[config.mk]
export PLATFORM = sky130hd
export DESIGN_NAME = serial_alu_ctrl
export DESIGN_NICKNAME = d
export VERILOG_FILES = /design/src/rtl/alu_pkg.sv /design/src/rtl/alu1bit.sv /design/src/rtl/serial_alu_ctrl.sv
export SDC_FILE = /design/constraint.sdc
export NUM_CORES = 1
export LEC_CHECK = 0
export CAP_MARGIN = 30
export CELL_PAD_IN_SITES_DETAIL_PLACEMENT = 0
export CELL_PAD_IN_SITES_GLOBAL_PLACEMENT = 1
export CORE_MARGIN = 4
export CORE_UTILIZATION = 40
export CTS_CLUSTER_SIZE = 20
export DETAILED_ROUTE_END_ITERATION = 12
export PLACE_DENSITY = 0.77
export SLEW_MARGIN = 40
export SYNTH_ARGS = -nofsm -noshare
export SYNTH_HDL_FRONTEND = slang
export SYNTH_SLANG_ARGS = --single-unit
[constraint.sdc]
create_clock -name clk -period 1.8 [get_ports clk]
set_clock_uncertainty 0.05 [all_clocks]
set_input_delay 0.18 -clock clk [delete_from_list [all_inputs] [get_ports clk]]
set_output_delay 0.18 -clock clk [all_outputs]
set_load 0.01 [all_outputs]
[src/rtl/alu_pkg.sv]
// Shared types for the bit-serial ALU slice.
//   op_e    : 2-bit operation code (NOR, XOR, ADD, SUB = a-b)
//   state_e : controller FSM states
//   op_is_arith : true for ops that use the carry chain
package alu_pkg;

  typedef enum logic [1:0] {
    OP_NOR = 2'b00,
    OP_XOR = 2'b01,
    OP_ADD = 2'b10,
    OP_SUB = 2'b11
  } op_e;

  typedef enum logic [1:0] {
    S_IDLE = 2'b00,
    S_RUN  = 2'b01,
    S_DONE = 2'b10
  } state_e;

  function automatic logic op_is_arith(op_e o);
    return (o == OP_ADD) || (o == OP_SUB);
  endfunction

endpackage

[src/rtl/alu1bit.sv]
// One-bit ALU slice, purely combinational.
//   a, b : operand bits        cin : carry in
//   op   : operation code      s   : result bit   cout : carry out
// SUB is a + ~b + cin; the caller seeds cin=1 on the LSB slice.
// cout is only meaningful for ADD/SUB and is 0 otherwise.
module alu1bit
  import alu_pkg::*;
(
  input  logic a,
  input  logic b,
  input  logic cin,
  input  op_e  op,
  output logic s,
  output logic cout
);

  logic bx;

  always_comb begin
    bx   = (op == OP_SUB) ? ~b : b;
    s    = 1'b0;
    cout = 1'b0;
    case (op)
      OP_NOR: s = ~(a | b);
      OP_XOR: s = a ^ b;
      default: begin
        s    = a ^ bx ^ cin;
        cout = (a & bx) | (cin & (a ^ bx));
      end
    endcase
  end

endmodule

[src/rtl/serial_alu_ctrl.sv]
// Bit-serial ALU controller: feeds one operand bit pair per cycle (LSB
// first) through a single alu1bit, registering the carry between slices.
//   clk, rst     : clock, async active-high reset
//   start        : begin an operation (accepted in IDLE/DONE only)
//   a, b, op     : operands / op code, captured on the accepting edge
//   busy         : high for the WIDTH processing cycles
//   done         : one-cycle pulse, result valid
//   result, cout, zero : last completed result, final carry, result==0
//   ovf          : signed overflow (only with SERIAL_ALU_OVF_EN defined)
// Optional feature macro: SERIAL_ALU_OVF_EN
module serial_alu_ctrl
  import alu_pkg::*;
#(
  parameter int WIDTH = 8
) (
  input  logic             clk,
  input  logic             rst,
  input  logic             start,
  input  logic [WIDTH-1:0] a,
  input  logic [WIDTH-1:0] b,
  input  logic [1:0]       op,
  output logic             busy,
  output logic             done,
  output logic [WIDTH-1:0] result,
  output logic             cout,
  output logic             zero
`ifdef SERIAL_ALU_OVF_EN
  ,
  output logic             ovf
`endif
);

  localparam int CW = (WIDTH > 2) ? $clog2(WIDTH) : 1;

  state_e           state, state_nx;
  logic [WIDTH-1:0] a_sr, b_sr, r_sr, r_next;
  op_e              op_q;
  logic [CW-1:0]    cnt;
  logic             c_q, s1, c1;
  logic             accept, last;

  alu1bit u_alu (
    .a    (a_sr[0]),
    .b    (b_sr[0]),
    .cin  (c_q),
    .op   (op_q),
    .s    (s1),
    .cout (c1)
  );

  // New sum bit enters at the MSB; after WIDTH shifts bit 0 holds the LSB sum.
  assign r_next = {s1, r_sr[WIDTH-1:1]};

  assign busy = (state == S_RUN);
  assign done = (state == S_DONE);

  always_ff @(posedge clk or posedge rst) begin
    if (rst) state <= S_IDLE;
    else     state <= state_nx;
  end

  always_comb begin
    state_nx = state;
    accept   = 1'b0;
    last     = 1'b0;
    case (state)
      S_IDLE, S_DONE: begin
        if (start) begin
          accept   = 1'b1;
          state_nx = S_RUN;
        end else begin
          state_nx = S_IDLE;
        end
      end
      S_RUN: begin
        if (cnt == CW'(WIDTH - 1)) begin
          last     = 1'b1;
          state_nx = S_DONE;
        end
      end
      default: state_nx = S_IDLE;
    endcase
  end

  always_ff @(posedge clk or posedge rst) begin
    if (rst) begin
      a_sr   <= '0;
      b_sr   <= '0;
      r_sr   <= '0;
      op_q   <= OP_NOR;
      cnt    <= '0;
      c_q    <= 1'b0;
      result <= '0;
      cout   <= 1'b0;
      zero   <= 1'b1;
`ifdef SERIAL_ALU_OVF_EN
      ovf    <= 1'b0;
`endif
    end else if (accept) begin
      a_sr <= a;
      b_sr <= b;
      op_q <= op_e'(op);
      cnt  <= '0;
      // SUB = a + ~b + 1: the +1 rides in as the LSB carry.
      c_q  <= (op_e'(op) == OP_SUB);
    end else if (state == S_RUN) begin
      a_sr <= a_sr >> 1;
      b_sr <= b_sr >> 1;
      r_sr <= r_next;
      c_q  <= c1;
      cnt  <= cnt + CW'(1);
      if (last) begin
        result <= r_next;
        cout   <= op_is_arith(op_q) & c1;
        zero   <= (r_next == '0);
`ifdef SERIAL_ALU_OVF_EN
        // c_q is the carry into the MSB slice on this final edge.
        ovf    <= op_is_arith(op_q) & (c_q ^ c1);
`endif
      end
    end
  end

endmodule
After elaboration in Yosys (flattened, before gate mapping)
Index checks and enable logic that the tools add are counted.
{"block": "totals", "out_inout_bits": 12, "in_bits": 21, "reg_bits": 42}
{"block": "op_classes", "n_eq_ne": 8, "n_addsub": 1, "n_mux": 18, "bitwise_logic": 11, "reduce_logical": 9}
{"operator": "2-to-1 mux 8 bit", "count": 4}
{"operator": "2-to-1 mux 1 bit", "count": 9}
{"operator": "== test 2 bit (second input constant)", "count": 4}
{"operator": "logical NOT 8 bit", "count": 1}
{"operator": "2-to-1 mux 3 bit", "count": 2}
{"operator": "== test 2 x 1 -> 1 bit (second input constant)", "count": 2}
{"operator": "logical NOT 2 bit", "count": 2}
{"operator": "case mux 2 bit (2 select lines)", "count": 1}
{"operator": "OR reduction 2 bit", "count": 2}
{"operator": "adder 3 x 1 -> 3 bit (second input constant)", "count": 1}
{"operator": "AND 1 bit", "count": 3}
{"operator": "== test 3 bit (second input constant)", "count": 1}
{"operator": "inverter 1 bit", "count": 3}
{"operator": "AND reduction 3 bit", "count": 1}
{"operator": "XOR 1 bit", "count": 3}
{"operator": "2-to-1 mux 2 bit", "count": 1}
{"operator": "!= test 2 x 1 -> 1 bit (second input constant)", "count": 1}
{"operator": "OR 1 bit", "count": 2}
{"operator": "case mux 1 bit (2 select lines)", "count": 1}
{"operator": "AND reduction 2 bit", "count": 1}
{"operator": "nonzero test 2 bit", "count": 1}
{"operator": "logical OR 1 bit", "count": 1}

Depth between registers and ports, before layout
{"block": "logic_depth", "depth_word": 8, "ltp_mapped": 6, "ltp_nobuf": 5}

Cells and area by module
From an unflattened synthesis, not the netlist that was laid out.
{"block": "hier_totals", "cells_unflattened": 130, "hier_area_um2": 1757.9}
{"mod": "serial_alu_ctrl", "area_each_um2": 1680.4, "n_inst": 1, "seq_area_each_um2": 1027.2, "cells_per_inst": 120}
{"mod": "alu1bit", "area_each_um2": 77.6, "n_inst": 1, "seq_area_each_um2": 0.0, "cells_per_inst": 10}

Least setup slack after synthesis
Ideal clock, no wire load.
{"block": "synth_path", "path_type": "reg-to-reg", "from": "register op_q[1]", "to": "register result[7]", "n_path_buf": 0, "t_arrival_ns": 1.325, "path_slack_ns": 0.294, "required_ns": 1.619, "stages_incl_launch_ff": 6, "synth_period_minus_slack_ns": 1.506, "setup_time_ns": 0.131, "cell_sequence": "dfrtp_1 -> nand2_1 -> xnor2_1 -> fa_1 -> mux2i_1 -> o21ai_0"}
{"block": "synth_via", "elab_chain_len": 5, "elab_cells_between_ends": 7, "cone_classes": "2 x eq/ne; 2 x mux; 2 x bitwise; 1 x reduce/logical"}
{"item": "from (decl)", "line": "serial_alu_ctrl.sv:37", "rtl": "op_e op_q;"}
{"item": "from (signal assigned)", "line": "serial_alu_ctrl.sv:102", "rtl": "op_q <= op_e'(op);"}
{"item": "== test 2 bit", "line": "alu1bit.sv:20", "rtl": "bx = (op == OP_SUB) ? ~b : b;"}
{"item": "2-to-1 mux 1 bit", "line": "alu1bit.sv:20"}
{"item": "XOR 1 bit (2 in a row)", "line": "alu1bit.sv:27", "rtl": "s = a ^ bx ^ cin;"}
{"item": "case mux 1 bit (2 select lines) (*)", "line": "alu1bit.sv:23", "rtl": "case (op)"}
{"item": "to (signal assigned)", "line": "serial_alu_ctrl.sv:113", "rtl": "result <= r_next;"}
{"item": "to (decl)", "line": "serial_alu_ctrl.sv:24", "rtl": "output logic [WIDTH-1:0] result,"}
Mark *: on every way between the ends. The rest lies on a longest branch, timed or not.
A chain may end at the register's enable or synchronous reset.

Worst setup path after layout
{"block": "layout_path", "from": "register state[1]", "to": "output port busy"}
{"block": "layout_via", "elab_chain_len": 1}
{"item": "from (decl)", "line": "serial_alu_ctrl.sv:35", "rtl": "state_e state, state_nx;"}
{"item": "from (signal assigned)", "line": "serial_alu_ctrl.sv:59", "rtl": "else state <= state_nx;"}
{"item": "== test 2 x 1 -> 1 bit", "line": "serial_alu_ctrl.sv:54", "rtl": "assign busy = (state == S_RUN);"}
{"item": "to (decl)", "line": "serial_alu_ctrl.sv:22", "rtl": "output logic busy,"}
No other way between the ends.

==> impl_metrics.csv <==
group,metric,value,unit
yosys,ys_top_cells_by_area,"dfrtp_1 (56%), nand2_1 (8.4%), mux2_2 (5.0%)",
worst_setup_path,required,1.57,ns
cells_and_area,multi_input_area,671,um2
timing,hold_viol,0,
clock_network,clk_latency,0.28,ns
worst_setup_path,critPathCaptureType,"output port",
clock_network,cts_tree,"done",
run,max_cap_violations,0,
cells_and_area,syn2layout_area_growth,26.5,%
pwr,p_seq_share,42.6,%
yosys,ys_top_cells_by_count,"dfrtp_1 (40), nand2_1 (40), mux2_2 (8), nand3_1 (8)",
yosys,synth-main-ff-cell,"dfrtp_1",
pwr,intPower,2410,uW
yosys,synth_top_family_by_area,"simple AND/OR/NAND/NOR gates",
global_routing,grt_pass1_wl,6070,um
drt,wire_per_inst,14.6,um
yosys,syn_nets,191,
yosys,synth_top_cell_area_share,55.9,%
floorplan,ios,33,
worst_setup_path,path_class,"reg -> out",
pwr,p_sw_share,36.7,%
global_routing,track_usage,14.5,%
placement,placed_cell_area,2170,um2
timing,finalCritPeriodShare,94.3,%
clock_network,cts_buffers,5,
drt,drc,0,
cells_and_area,n_fill_cell,396,
cells_and_area,finalNetCount,228,
drt,vias_per_cell,5.17,
pwr,p_comb_share,42.1,%
timing,setup_viol,0,
worst_setup_path,critPathMaxFanout,3,
yosys,syn_area,1790,um2
worst_setup_path,cp_cell_sequence,"nand2b_1 -> clkinv_4 -> clkdlybuf4s50_1",
worst_setup_path,crit_slowest_cell,"clkdlybuf4s50_1",
cells_and_area,num_antenna_cells,0,
drt,ant_nets,0,
drt,drt_iter0_markers,94,
pwr,pwr-share-clk,15.3,%
worst_setup_path,crit_path_start_kind,"register",
drt,drt_first_pass_iters,4,
timing,rsz0062_at_grt,"no",
outcome,status,"finished clean",
timing,fin_crit,1.70,ns
yosys,syn_avg_cell_area,10.8,um2
pwr,p_leak,0.00104,uW
placement,gp_congestion,0.713,
clock_network,clkTransAtPathRegs,0.08,ns
floorplan,row_count,24,
clock_network,cts_max_level,2,
yosys,yosys.area_share.adder,3.21,%
floorplan,dieArea,5610,um2
worst_setup_path,ff2ff_path_depth,5,
clock_network,cts_sinks,41,
placement,hpwl,2620,um
clock_network,cts-root-buf,"clkbuf_8",
worst_setup_path,cpPeakStageDelay,0.52,ns
floorplan,core-area,4350,um2
floorplan,start_util,41.1,%
worst_setup_path,arrival,1.47,ns
yosys,yosys.area.top_type,"dfrtp_1",
worst_setup_path,reg2reg_from,"op_q[1]$_DFFE_PP0P_",
worst_setup_path,cp_num_buf_inv,2,
global_routing,grt_max_degree,42,
drt,wl,3750,um
worst_setup_path,r2r-end,"result[7]$_DFFE_PP0P_",
worst_hold_path,holdCritPathClass,"in -> async",
timing,fmax,589,MHz
yosys,synthCells,166,
worst_setup_path,path_delay_family,"buffers and inverters",
yosys,synth_mux_area_share,5.59,%
worst_setup_path,ff2ff_setup_slack,0.11,ns
floorplan,die_w,74.9,um
cells_and_area,regArea,1030,um2
yosys,ys_seq_elements,41,
pwr,p_switching,1400,uW
placement,port_buffers,32,
yosys,ys_warn_count,0,
yosys,synth-compound-area-share,9.99,%
global_routing,gr-total-overflow,0,
timing,tns,0,ns
global_routing,grt_antenna_before_repair,0,
floorplan,die_h,74.9,um
yosys,async_reset_ff_share,100,%
yosys,ys_seq_area_share,57.3,%
cells_and_area,fin_area,2270,um2
drt,vias,1323,
yosys,synth-xor-area-share,0.489,%
timing,drv_slew,0,
clock_network,postCtsHoldBufs,0,
timing,slew_headroom,75.8,%
yosys,yosysUniqueCellTypes,30,
clock_network,clockBufferDepth,2,
pwr,p_per_area,1680,nW/um2
cells_and_area,drive_above_1_share,15.2,%
timing,worst_slew_pin_slew,0.363,ns
pwr,vdd_drop_max,0.000551,V
global_routing,grt_pass1_vias,1318,
yosys,synth-edff-count,0,
yosys,synthSimpleGateAreaFrac,18.2,%
==> layer usage <==
metal	wire, um	track usage (%)	share of wire, %
met4	36	6.52	0.96
met2	1970	23.6	52
met5	0	0	0
met3	146	4.81	3.9
met1	1600	17.4	43
==> cell type report <==
type                    count  share of cell area, %
clock inverters             3                  0.773
repair buffers             40                   17.3
clock buffers               5                   3.04
multi-input cells         110                   29.6
well taps                  52                   2.87
inverters                   5                   1.05
flip-flops and latches     41                   45.4
==> power by group through the flow <==
stage | Combinational [uW] | Clock (uW) | Sequential [uW]
floorplan | 1100 | 0 | 1610
global route | 1770 | 637 | 1680
finish | 1600 | 582 | 1620
global placement | 1540 | 0 | 1610
CTS | 1630 | 603 | 1630
detailed placement | 1600 | 0 | 1640
==> layout by cell type (no fill, tap or decap), types with 2 or more instances in the layout <==
| master | count |
|---|---|
| dfrtp_1 | 39 |
| o22ai_1 | 5 |
| a21oi_1 | 2 |
| inv_1 | 4 |
| a22oi_1 | 6 |
| a221o_1 | 2 |
| buf_4 | 7 |
| nor2_1 | 7 |
| a22o_1 | 4 |
| mux2_2 | 8 |
| clkdlybuf4s50_1 | 32 |
| clkbuf_8 | 5 |
| nand2b_1 | 2 |
| nor3_1 | 7 |
| nand2_1 | 40 |
| nand3_1 | 8 |
| ha_1 | 3 |
| a31oi_1 | 2 |
| o21ai_0 | 5 |
| clkinv_2 | 2 |
| nor2b_1 | 2 |
==> sequential cells by signal, summed over array words and instances (netlist names) <==
name,flops
result,8
a_sr,8
r_sr,7
op_q,2
zero,1
cout,1
c_q,1
b_sr,8
cnt,3
state,2
==> timing repair <==
item,CTS,global route
setup endpoints to repair,1,0
setup buffers,1,0
resized for setup,1,0
==> tightest hold or removal path, stage by stage <==
cell and delay, ns:
clkdlybuf4s50_1 0.40, inv_1 0.09, buf_12 0.24
==> worst max path at each step <==
stage	startpoint	endpoint	cells after the start
floorplan	op_q[1]$_DFFE_PP0P_	result[7]$_DFFE_PP0P_	5
detailed placement	op_q[1]$_DFFE_PP0P_	result[7]$_DFFE_PP0P_	5
CTS	state[1]$_DFFE_PP0P_	busy	3
global placement	op_q[1]$_DFFE_PP0P_	result[7]$_DFFE_PP0P_	5
finish	state[1]$_DFFE_PP0P_	busy	3
global route	op_q[1]$_DFFE_PP0P_	result[7]$_DFFE_PP0P_	5
==> logic make-up (layout without fill, tap and decap cells) <==
group                      Yosys count  after routing
and+or+nand+nor                     70             70
DFF                                 41             41
AOI/OAI and AO/OA                   26             26
buffers and inverters               15             53
muxes                                9              9
adders and majority gates            4              4
xor gates and xnor gates             1              1
==> per-stage QoR <==
step           total power (uW)  utilization, %  cells  hold slack [ns]  setup WS, ns
5_1_grt                    4080            52.1    256            0.225        0.0433
6_report                   3810            52.1    256            0.201         0.103
3_5_place_dp               3240            49.9    247            0.432         0.138
4_1_cts                    3860            52.1    256            0.204        0.0754
2_1_floorplan              2700               -    166            0.235         0.294
3_3_place_gp               3150            49.9    247            0.413         0.222
(Power assumes the default switching activity.)
